$ cat src/rtl/cpu_params_pkg.sv
// -----------------------------------------------------------------------------
// cpu_params_pkg
//   Shared CPU constants used by the CSR write scheduler:
//     - CPU_RSZ                 default register / CSR data width
//     - CSR_*_ADDR              machine-mode trap CSR addresses
//     - MIE_BIT/MPIE_BIT/MPP_LO mstatus field positions
// -----------------------------------------------------------------------------
package cpu_params_pkg;

   localparam int unsigned CPU_RSZ = 32;

   localparam logic [11:0] CSR_MSTATUS_ADDR = 12'h300;
   localparam logic [11:0] CSR_MEPC_ADDR    = 12'h341;
   localparam logic [11:0] CSR_MCAUSE_ADDR  = 12'h342;
   localparam logic [11:0] CSR_MTVAL_ADDR   = 12'h343;

   localparam int MIE_BIT  = 3;
   localparam int MPIE_BIT = 7;
   localparam int MPP_LO   = 11;

endpackage

$ cat src/rtl/cpu_structs_pkg.sv
// -----------------------------------------------------------------------------
// cpu_structs_pkg
//   Types shared by the CSR write scheduler:
//     - csr_sched_state_t  scheduler state; each state names the write that is
//                          on the CSR port in that cycle
//     - trap_cap_t         trap payload captured at trap acceptance
//   Optional feature macro: CSR_TVAL_WR_EN (adds the T_TVAL state and the
//   captured tval field).
// -----------------------------------------------------------------------------
package cpu_structs_pkg;
   import cpu_params_pkg::*;

   typedef enum logic [2:0] {
      IDLE     = 3'd0,
      SW       = 3'd1,
      T_EPC    = 3'd2,
      T_CAUSE  = 3'd3,
`ifdef CSR_TVAL_WR_EN
      T_TVAL   = 3'd4,
`endif
      T_STATUS = 3'd5,
      M_STATUS = 3'd6
   } csr_sched_state_t;

   typedef struct packed {
      logic [CPU_RSZ-1:0] epc;
      logic [CPU_RSZ-1:0] cause;
`ifdef CSR_TVAL_WR_EN
      logic [CPU_RSZ-1:0] tval;
`endif
      logic [1:0]         mode;
   } trap_cap_t;

endpackage

$ cat src/rtl/mstatus_upd.sv
// -----------------------------------------------------------------------------
// mstatus_upd
//   Combinational new-mstatus calculator for trap entry and MRET.
//   Ports:
//     mstatus       in   RSZ  current mstatus contents
//     trap_mode     in   2    privilege mode captured at trap acceptance
//     trap_mstatus  out  RSZ  MPIE<=MIE, MIE<=0, MPP<=trap_mode
//     mret_mstatus  out  RSZ  MIE<=MPIE, MPIE<=1, MPP<=0
//   All other bits pass through unchanged.
// -----------------------------------------------------------------------------
module mstatus_upd
   import cpu_params_pkg::*;
#(
   parameter int unsigned RSZ = CPU_RSZ
) (
   input  logic [RSZ-1:0] mstatus,
   input  logic [1:0]     trap_mode,
   output logic [RSZ-1:0] trap_mstatus,
   output logic [RSZ-1:0] mret_mstatus
);

   always_comb begin
      trap_mstatus                = mstatus;
      trap_mstatus[MPIE_BIT]      = mstatus[MIE_BIT];
      trap_mstatus[MIE_BIT]       = 1'b0;
      trap_mstatus[MPP_LO +: 2]   = trap_mode;

      mret_mstatus                = mstatus;
      mret_mstatus[MIE_BIT]       = mstatus[MPIE_BIT];
      mret_mstatus[MPIE_BIT]      = 1'b1;
      mret_mstatus[MPP_LO +: 2]   = 2'b00;
   end

endmodule

$ cat src/rtl/csr_wr_sched.sv
// -----------------------------------------------------------------------------
// csr_wr_sched
//   Owner of the single CSR write port, shared between software CSR writes
//   (WB stage), the trap-entry sequence and MRET. Trap entry is issued as
//   back-to-back writes (mepc, mcause, [mtval], mstatus) and busy stalls the
//   pipeline while a trap or MRET is in flight.
//
//   Optional feature macro: CSR_TVAL_WR_EN
//     defined   : trap writes mepc, mcause, mtval, mstatus (4 writes)
//     undefined : trap writes mepc, mcause, mstatus (3 writes); trap_tval is
//                 accepted on the port but ignored
//
//   Ports:
//     clk_in, reset_in          clock, synchronous active-high reset
//     sw_valid/sw_addr/sw_data  software write request; sw_ready = accepted
//     trap_req/trap_epc/trap_cause/trap_tval/cur_mode
//                               trap request; trap_ack = accepted
//     mret_req                  MRET request; mret_ack = accepted
//     mstatus_in                live mstatus contents
//     csr_wr/csr_wr_addr/csr_wr_data  CSR write port (Moore-decoded)
//     busy                      trap/MRET in flight (pipeline stall)
//     trap_done, mret_done      pulse on final trap write / MRET write
//     mret_mode                 old MPP sampled at MRET acceptance
//     state_dbg                 current scheduler state, for observation
// -----------------------------------------------------------------------------
module csr_wr_sched
   import cpu_params_pkg::*;
   import cpu_structs_pkg::*;
#(
   parameter int unsigned RSZ          = CPU_RSZ,
   parameter logic [11:0] MSTATUS_ADDR = CSR_MSTATUS_ADDR,
   parameter logic [11:0] MEPC_ADDR    = CSR_MEPC_ADDR,
   parameter logic [11:0] MCAUSE_ADDR  = CSR_MCAUSE_ADDR,
   parameter logic [11:0] MTVAL_ADDR   = CSR_MTVAL_ADDR
) (
   input  logic             clk_in,
   input  logic             reset_in,

   input  logic             sw_valid,
   input  logic [11:0]      sw_addr,
   input  logic [RSZ-1:0]   sw_data,
   output logic             sw_ready,

   input  logic             trap_req,
   input  logic [RSZ-1:0]   trap_epc,
   input  logic [RSZ-1:0]   trap_cause,
   input  logic [RSZ-1:0]   trap_tval,
   input  logic [1:0]       cur_mode,
   output logic             trap_ack,

   input  logic             mret_req,
   output logic             mret_ack,

   input  logic [RSZ-1:0]   mstatus_in,

   output logic             csr_wr,
   output logic [11:0]      csr_wr_addr,
   output logic [RSZ-1:0]   csr_wr_data,

   output logic             busy,
   output logic             trap_done,
   output logic             mret_done,
   output logic [1:0]       mret_mode,

   output csr_sched_state_t state_dbg
);

   csr_sched_state_t state, state_nxt;

   trap_cap_t        cap_q;
   logic [11:0]      sw_addr_q;
   logic [RSZ-1:0]   sw_data_q;
   logic [1:0]       mret_mode_q;

   logic             accept_win;
   logic [RSZ-1:0]   trap_mstatus;
   logic [RSZ-1:0]   mret_mstatus;

`ifndef CSR_TVAL_WR_EN
   // trap_tval stays on the port for interface stability but carries no use.
   logic             tval_unused;
   assign tval_unused = ^trap_tval;
`endif

   // ---------------------------------------------------------------------------
   // Handshake: each requester presents its request flag with payload; a
   // transfer happens in the cycle its ack/ready is high, and the payload is
   // captured at the following clock edge. Acks are combinational and only
   // asserted in the accept window (a state whose write is the last of its
   // transaction), with priority trap > mret > sw. A software write that loses
   // to a trap is dropped, since upstream flushes that instruction.
   // ---------------------------------------------------------------------------
   assign accept_win = (state == IDLE)     || (state == SW) ||
                       (state == T_STATUS) || (state == M_STATUS);

   assign trap_ack = accept_win & trap_req;
   assign mret_ack = accept_win & mret_req & ~trap_req;
   assign sw_ready = accept_win & sw_valid & ~trap_req & ~mret_req;

   // ---------------------------------------------------------------------------
   // State register
   // ---------------------------------------------------------------------------
   always_ff @(posedge clk_in) begin
      if (reset_in) begin
         state <= IDLE;
      end else begin
         state <= state_nxt;
      end
   end

   // ---------------------------------------------------------------------------
   // Next state
   // ---------------------------------------------------------------------------
   always_comb begin
      state_nxt = state;
      case (state)
         T_EPC:   state_nxt = T_CAUSE;
`ifdef CSR_TVAL_WR_EN
         T_CAUSE: state_nxt = T_TVAL;
         T_TVAL:  state_nxt = T_STATUS;
`else
         T_CAUSE: state_nxt = T_STATUS;
`endif
         default: begin
            // Accept window: a new request starts writing the very next cycle.
            if (trap_ack) begin
               state_nxt = T_EPC;
            end else if (mret_ack) begin
               state_nxt = M_STATUS;
            end else if (sw_ready) begin
               state_nxt = SW;
            end else begin
               state_nxt = IDLE;
            end
         end
      endcase
   end

   // ---------------------------------------------------------------------------
   // Payload capture
   // ---------------------------------------------------------------------------
   always_ff @(posedge clk_in) begin
      if (reset_in) begin
         cap_q       <= '0;
         sw_addr_q   <= '0;
         sw_data_q   <= '0;
         mret_mode_q <= 2'b00;
      end else begin
         if (trap_ack) begin
            cap_q.epc   <= trap_epc;
            cap_q.cause <= trap_cause;
`ifdef CSR_TVAL_WR_EN
            cap_q.tval  <= trap_tval;
`endif
            cap_q.mode  <= cur_mode;
         end
         if (sw_ready) begin
            sw_addr_q <= sw_addr;
            sw_data_q <= sw_data;
         end
         if (mret_ack) begin
            mret_mode_q <= mstatus_in[MPP_LO +: 2];
         end
      end
   end

   // mstatus values are computed from the live mstatus_in in the cycle the
   // write is issued, so any earlier CSR write has already landed.
   mstatus_upd #(
      .RSZ (RSZ)
   ) u_mstatus_upd (
      .mstatus      (mstatus_in),
      .trap_mode    (cap_q.mode),
      .trap_mstatus (trap_mstatus),
      .mret_mstatus (mret_mstatus)
   );

   // ---------------------------------------------------------------------------
   // Moore output decode
   // ---------------------------------------------------------------------------
   always_comb begin
      csr_wr      = 1'b0;
      csr_wr_addr = '0;
      csr_wr_data = '0;
      busy        = 1'b0;
      trap_done   = 1'b0;
      mret_done   = 1'b0;
      case (state)
         SW: begin
            csr_wr      = 1'b1;
            csr_wr_addr = sw_addr_q;
            csr_wr_data = sw_data_q;
         end
         T_EPC: begin
            csr_wr         = 1'b1;
            busy           = 1'b1;
            csr_wr_addr    = MEPC_ADDR;
            csr_wr_data    = cap_q.epc;
            csr_wr_data[0] = 1'b0;
         end
         T_CAUSE: begin
            csr_wr      = 1'b1;
            busy        = 1'b1;
            csr_wr_addr = MCAUSE_ADDR;
            csr_wr_data = cap_q.cause;
         end
`ifdef CSR_TVAL_WR_EN
         T_TVAL: begin
            csr_wr      = 1'b1;
            busy        = 1'b1;
            csr_wr_addr = MTVAL_ADDR;
            csr_wr_data = cap_q.tval;
         end
`endif
         T_STATUS: begin
            csr_wr      = 1'b1;
            busy        = 1'b1;
            trap_done   = 1'b1;
            csr_wr_addr = MSTATUS_ADDR;
            csr_wr_data = trap_mstatus;
         end
         M_STATUS: begin
            csr_wr      = 1'b1;
            busy        = 1'b1;
            mret_done   = 1'b1;
            csr_wr_addr = MSTATUS_ADDR;
            csr_wr_data = mret_mstatus;
         end
         default: begin
            csr_wr = 1'b0;
         end
      endcase
   end

   assign mret_mode = mret_mode_q;
   assign state_dbg = state;

endmodule

$ cat config.mk
export PLATFORM = sky130hd
export DESIGN_NAME = csr_wr_sched
export DESIGN_NICKNAME = d
export VERILOG_FILES = /design/src/rtl/cpu_params_pkg.sv /design/src/rtl/cpu_structs_pkg.sv /design/src/rtl/mstatus_upd.sv /design/src/rtl/csr_wr_sched.sv
export SDC_FILE = /design/constraint.sdc
export NUM_CORES = 1
export LEC_CHECK = 0
export BUFFER_PORTS_ARGS = -buffer_cell sky130_fd_sc_hd__buf_2
export CORE_ASPECT_RATIO = 0.6
export CORE_MARGIN = 2
export CORE_UTILIZATION = 42
export CTS_CLUSTER_SIZE = 30
export DETAILED_ROUTE_END_ITERATION = 16
export PLACE_DENSITY = 0.78
export SLEW_MARGIN = 20
export SYNTH_ARGS = -nofsm -noshare
export SYNTH_HDL_FRONTEND = slang
export SYNTH_SLANG_ARGS = --single-unit
$ cat constraint.sdc
create_clock -name clk_in -period 1.7 [get_ports clk_in]
set_input_delay 0.255 -clock clk_in [delete_from_list [all_inputs] [get_ports clk_in]]
set_output_delay 0.255 -clock clk_in [all_outputs]
set_load 0.1 [all_outputs]
==> out/metrics.yaml <==
grt:
  globalRouteOverflowTotal: 0
  via_count_of_the_first_global_routing_pass: 6092
  grt_first_pass_wirelength_um: 33350
  grt_use_total_pct: 26.15
  pin_count_of_the_biggest_net_entering_global_routing: 63
  antenna_found_initial: 9
power:
  pwr_density_cell_mw_per_mm2: 886.3
  power.leakage_uw: 0.004274
  max-vdd-ir-drop_uv: 693.7
routing:
  drc: 0
  routed-via-count: 6668
  drt-wirelength-per-cell_um: 21.21
  drt_iter0_markers: 508
  wl_um: 25390
  detail_route.first_pass.iterations: 5
  route.detailed.vias_per_inst: 5.571
  drt.antenna.violating_nets: 0
synthesis:
  yosysMostFrequentCell: "sky130_fd_sc_hd__nand2b_1"
  number_of_enable_type_register_cells_in_the_synthesized_netlist: 0
  synthDistinctLibCells: 35
  netlist_top_cells_area: "sky130_fd_sc_hd__dfxtp_1 (35%), sky130_fd_sc_hd__mux2i_1 (16%), sky130_fd_sc_hd__nand2b_1 (15%)"
  netlist_instances: 745
  yosys_warnings: 0
  seq_area_frac_synth_pct: 35.31
  yosys-top-cells-count: "sky130_fd_sc_hd__nand2b_1 (159), sky130_fd_sc_hd__dfxtp_1 (114), sky130_fd_sc_hd__mux2i_1 (105), sky130_fd_sc_hd__nand4b_1 (65), sky130_fd_sc_hd__nand2_1 (59)"
  yosys_register_bits: 114
  ys_dominant_reg_cell: "sky130_fd_sc_hd__dfxtp_1"
  synth_top_area_share_pct: 35.31
  asyncSetResetFlopFracSynth_pct: 0
  synth_nets: 924
  syn-mean-instance-area_um2: 8.674
  post_synthesis_instance_area_mm2: 0.006462
  synth_largest_area_cell: "sky130_fd_sc_hd__dfxtp_1"
timing:
  final_hold_viol_count: 0
  post-route-worst-setup-slack_ns: -0.4317
  final_period_minus_worst_setup_slack_ns: 2.132
  fin_crit_sh_pct: 125.4
  clock-skew-final_ns: 0.007992
  max_freq_ghz: 0.4691
  hold-worst-slack_ns: 0.08974
  setup_tns_ns: -22.08
  rsz0062_at_grt: "true"
  max_slew.worst_pin.slew_ns: 0.6262
  timing.slew.headroom_pct: 58.25
  finalSetupViolations: 148
  timing.final.max_slew_violations: 0
critical_path:
  wp_data_arrival_ns: 1.88
  critical_path_class: "reg2out"
  timing.critical_path.cells: "buf_12 > buf_12 > mux2i_1 > o22ai_4 > buf_12"
  worstSetupStartpointType: "flop"
  cp_common_cell: "sky130_fd_sc_hd__buf_12"
  r2r-start: "state_dbg[0]$_SDFF_PP0_"
  slowest_stage: "sky130_fd_sc_hd__mux2i_1"
  crit_cells: 5
  worstPathRequired_ns: 1.44
  worstSetupStartpoint: "state_dbg[0]$_SDFF_PP0_"
  critical-path-top-delay-family: "buffers and inverters"
  max_stage_delay_ns: 0.43
  critPathBufInv: 3
  flop2flop_setup_slack_ns: -0.11
  timing.reg2reg.worst_path_depth: 8
  crit_end_category: "primary output"
  crit_fanout: 11
cells_and_area:
  register_area_mm2: 0.002293
  post_route_cells_drive_above_1_share_pct: 54.29
  finalNetCount: 1157
  n_fill_cell: 912
  final_cells: 1197
  area_delta_synth_final_pct: 81.76
  multi_input_area_mm2: 0.005331
  design_area_mm2: 0.01175
placed_design:
  worst_slack_at_placement_ns: -0.07743
  post_dp_area_mm2: 0.009432
  portBuffers: 201
  gp_congestion: 0.8305
  placed_cells_incl_taps: 1109
  dp_hpwl_um: 14320
job:
  maxCapViolCount: 0
cts:
  number_of_buffers_created_by_cts: 17
  cts_max_path_bufs: 2
  clock_insertion_delay_worst_skew_ns: 0.42
  cts.clk_slew.worst_paths_ns: 0.06
  cts_tree: "done"
  numClockSinks: 114
  clock_tree.root_cell: "sky130_fd_sc_hd__clkbuf_16"
  h_tree_levels: 4
die:
  placement_rows: 35
  die_h_um: 100.1
  start_util_pct: 42.53
  total_die_area_mm2: 0.01643
  top_level_ports: 235
  dieWidth_um: 164.1
  core-area_mm2: 0.01520
min_path:
  timing.hold.worst.start: "mstatus_in[12]"
  worst_hold_path_type: "in2reg"
  holdPathStages: 3
status:
  violated_checks: "negative setup slack"
  outcome: "finished with violations"
==> area by class of cell <==
| cell class | instances | share of cell area, % |
|---|---|---|
| Clock inverter | 11 | 0.6391 |
| Sequential cell | 114 | 19.52 |
| Multi-Input combinational cell | 552 | 45.39 |
| Clock buffer | 21 | 4.197 |
| Antenna cell | 3 | 0.06391 |
| Timing Repair Buffer | 291 | 27.90 |
| Tap cell | 203 | 2.162 |
| Inverter | 2 | 0.1278 |
==> repair_timing <==
item	in CTS	in global routing
hold buffers	0	0
pin swaps	15	76
resized for setup	76	168
endpoints found under the setup margin	53	158
gates cloned	4	16
setup buffers	15	20
==> kinds of logic after synthesis <==
logic type	after synthesis	synth area share (%)
AND/OR/NAND/NOR	308	30.03
AO/OA/AOI/OAI	136	11.52
flip-flops	114	35.31
multiplexers	106	16.44
buffers and inverters	79	6.137
XOR/XNOR	2	0.5616
==> worst reg2reg max path, stage by stage, from the launching register on <==
cell and delay [ns]:
sky130_fd_sc_hd__dfxtp_4 0.37, sky130_fd_sc_hd__buf_6 0.13, sky130_fd_sc_hd__and2b_4 0.21, sky130_fd_sc_hd__xnor2_4 0.22, sky130_fd_sc_hd__and2_4 0.23, sky130_fd_sc_hd__buf_6 0.13
sky130_fd_sc_hd__buf_12 0.17, sky130_fd_sc_hd__clkbuf_16 0.18, sky130_fd_sc_hd__o21ai_2 0.07
==> power breakdown <==
group	leakage [µW]	switching, µW	internal, µW
Sequential	0.000933	186	2860
Clock	0.000268	1380	2070
Combinational	0.00307	2150	1760
Total	0.00427	3710	6700
==> worst paths after layout <==
path                                              endpoint
worst min register to register  sw_addr_q[11]$_SDFFE_PP0P_
worst max register to register      cap_q[58]$_SDFFE_PP0P_
worst min-delay path             mret_mode[1]$_SDFFE_PP0P_
worst max-delay path                       csr_wr_data[11]
==> flip-flops by register name, indices dropped and copies added (netlist names) <==
register   count
cap_q         65
sw_data_q     32
state_dbg      3
mret_mode      2
sw_addr_q     12
==> routing by layer <==
metal	vias up	global-route usage, %	share of wire [%]
li1	3104	-	-
met1	3262	34.16	41
met2	246	42.87	49
met3	44	8.264	7.8
met4	12	5.061	1.7
met5	-	0	0.28
==> placed cells by master (no fill, tap or decap), types with 3 or more instances in the layout <==
master,synthesis,layout
sky130_fd_sc_hd__nand2b_1,159,157
sky130_fd_sc_hd__dfxtp_4,0,3
sky130_fd_sc_hd__buf_12,0,80
sky130_fd_sc_hd__nand4b_1,65,65
sky130_fd_sc_hd__clkinvlp_4,0,5
sky130_fd_sc_hd__o22ai_2,0,12
sky130_fd_sc_hd__buf_6,9,15
sky130_fd_sc_hd__mux2i_2,0,7
sky130_fd_sc_hd__clkinv_2,0,4
sky130_fd_sc_hd__o2bb2ai_2,0,3
sky130_fd_sc_hd__nand2_1,59,37
sky130_fd_sc_hd__clkbuf_16,0,33
sky130_fd_sc_hd__o21ai_4,0,30
sky130_fd_sc_hd__buf_8,0,4
sky130_fd_sc_hd__nor2_4,0,4
sky130_fd_sc_hd__nand2_2,0,19
sky130_fd_sc_hd__nor2b_4,0,3
sky130_fd_sc_hd__buf_4,2,26
sky130_fd_sc_hd__o21ai_2,0,56
sky130_fd_sc_hd__o21ai_1,39,7
sky130_fd_sc_hd__nor2_1,7,3
sky130_fd_sc_hd__diode_2,0,3
sky130_fd_sc_hd__mux2i_1,105,52
sky130_fd_sc_hd__o22ai_1,28,13
sky130_fd_sc_hd__and2_4,1,9
sky130_fd_sc_hd__mux2i_4,0,46
sky130_fd_sc_hd__o22ai_4,0,3
sky130_fd_sc_hd__dfxtp_1,114,111
sky130_fd_sc_hd__buf_2,16,146
sky130_fd_sc_hd__buf_16,0,5
==> metrics by stage <==
step | total power (µW) | utilization [%]
after CTS | 9680 | 69.16
after global routing | 10720 | 77.27
final | 10410 | 77.30
after detailed placement | 6014 | 62.07
after floorplan | 5092 | -
after global placement | 5975 | 62.07
(Power assumes the default switching activity.)
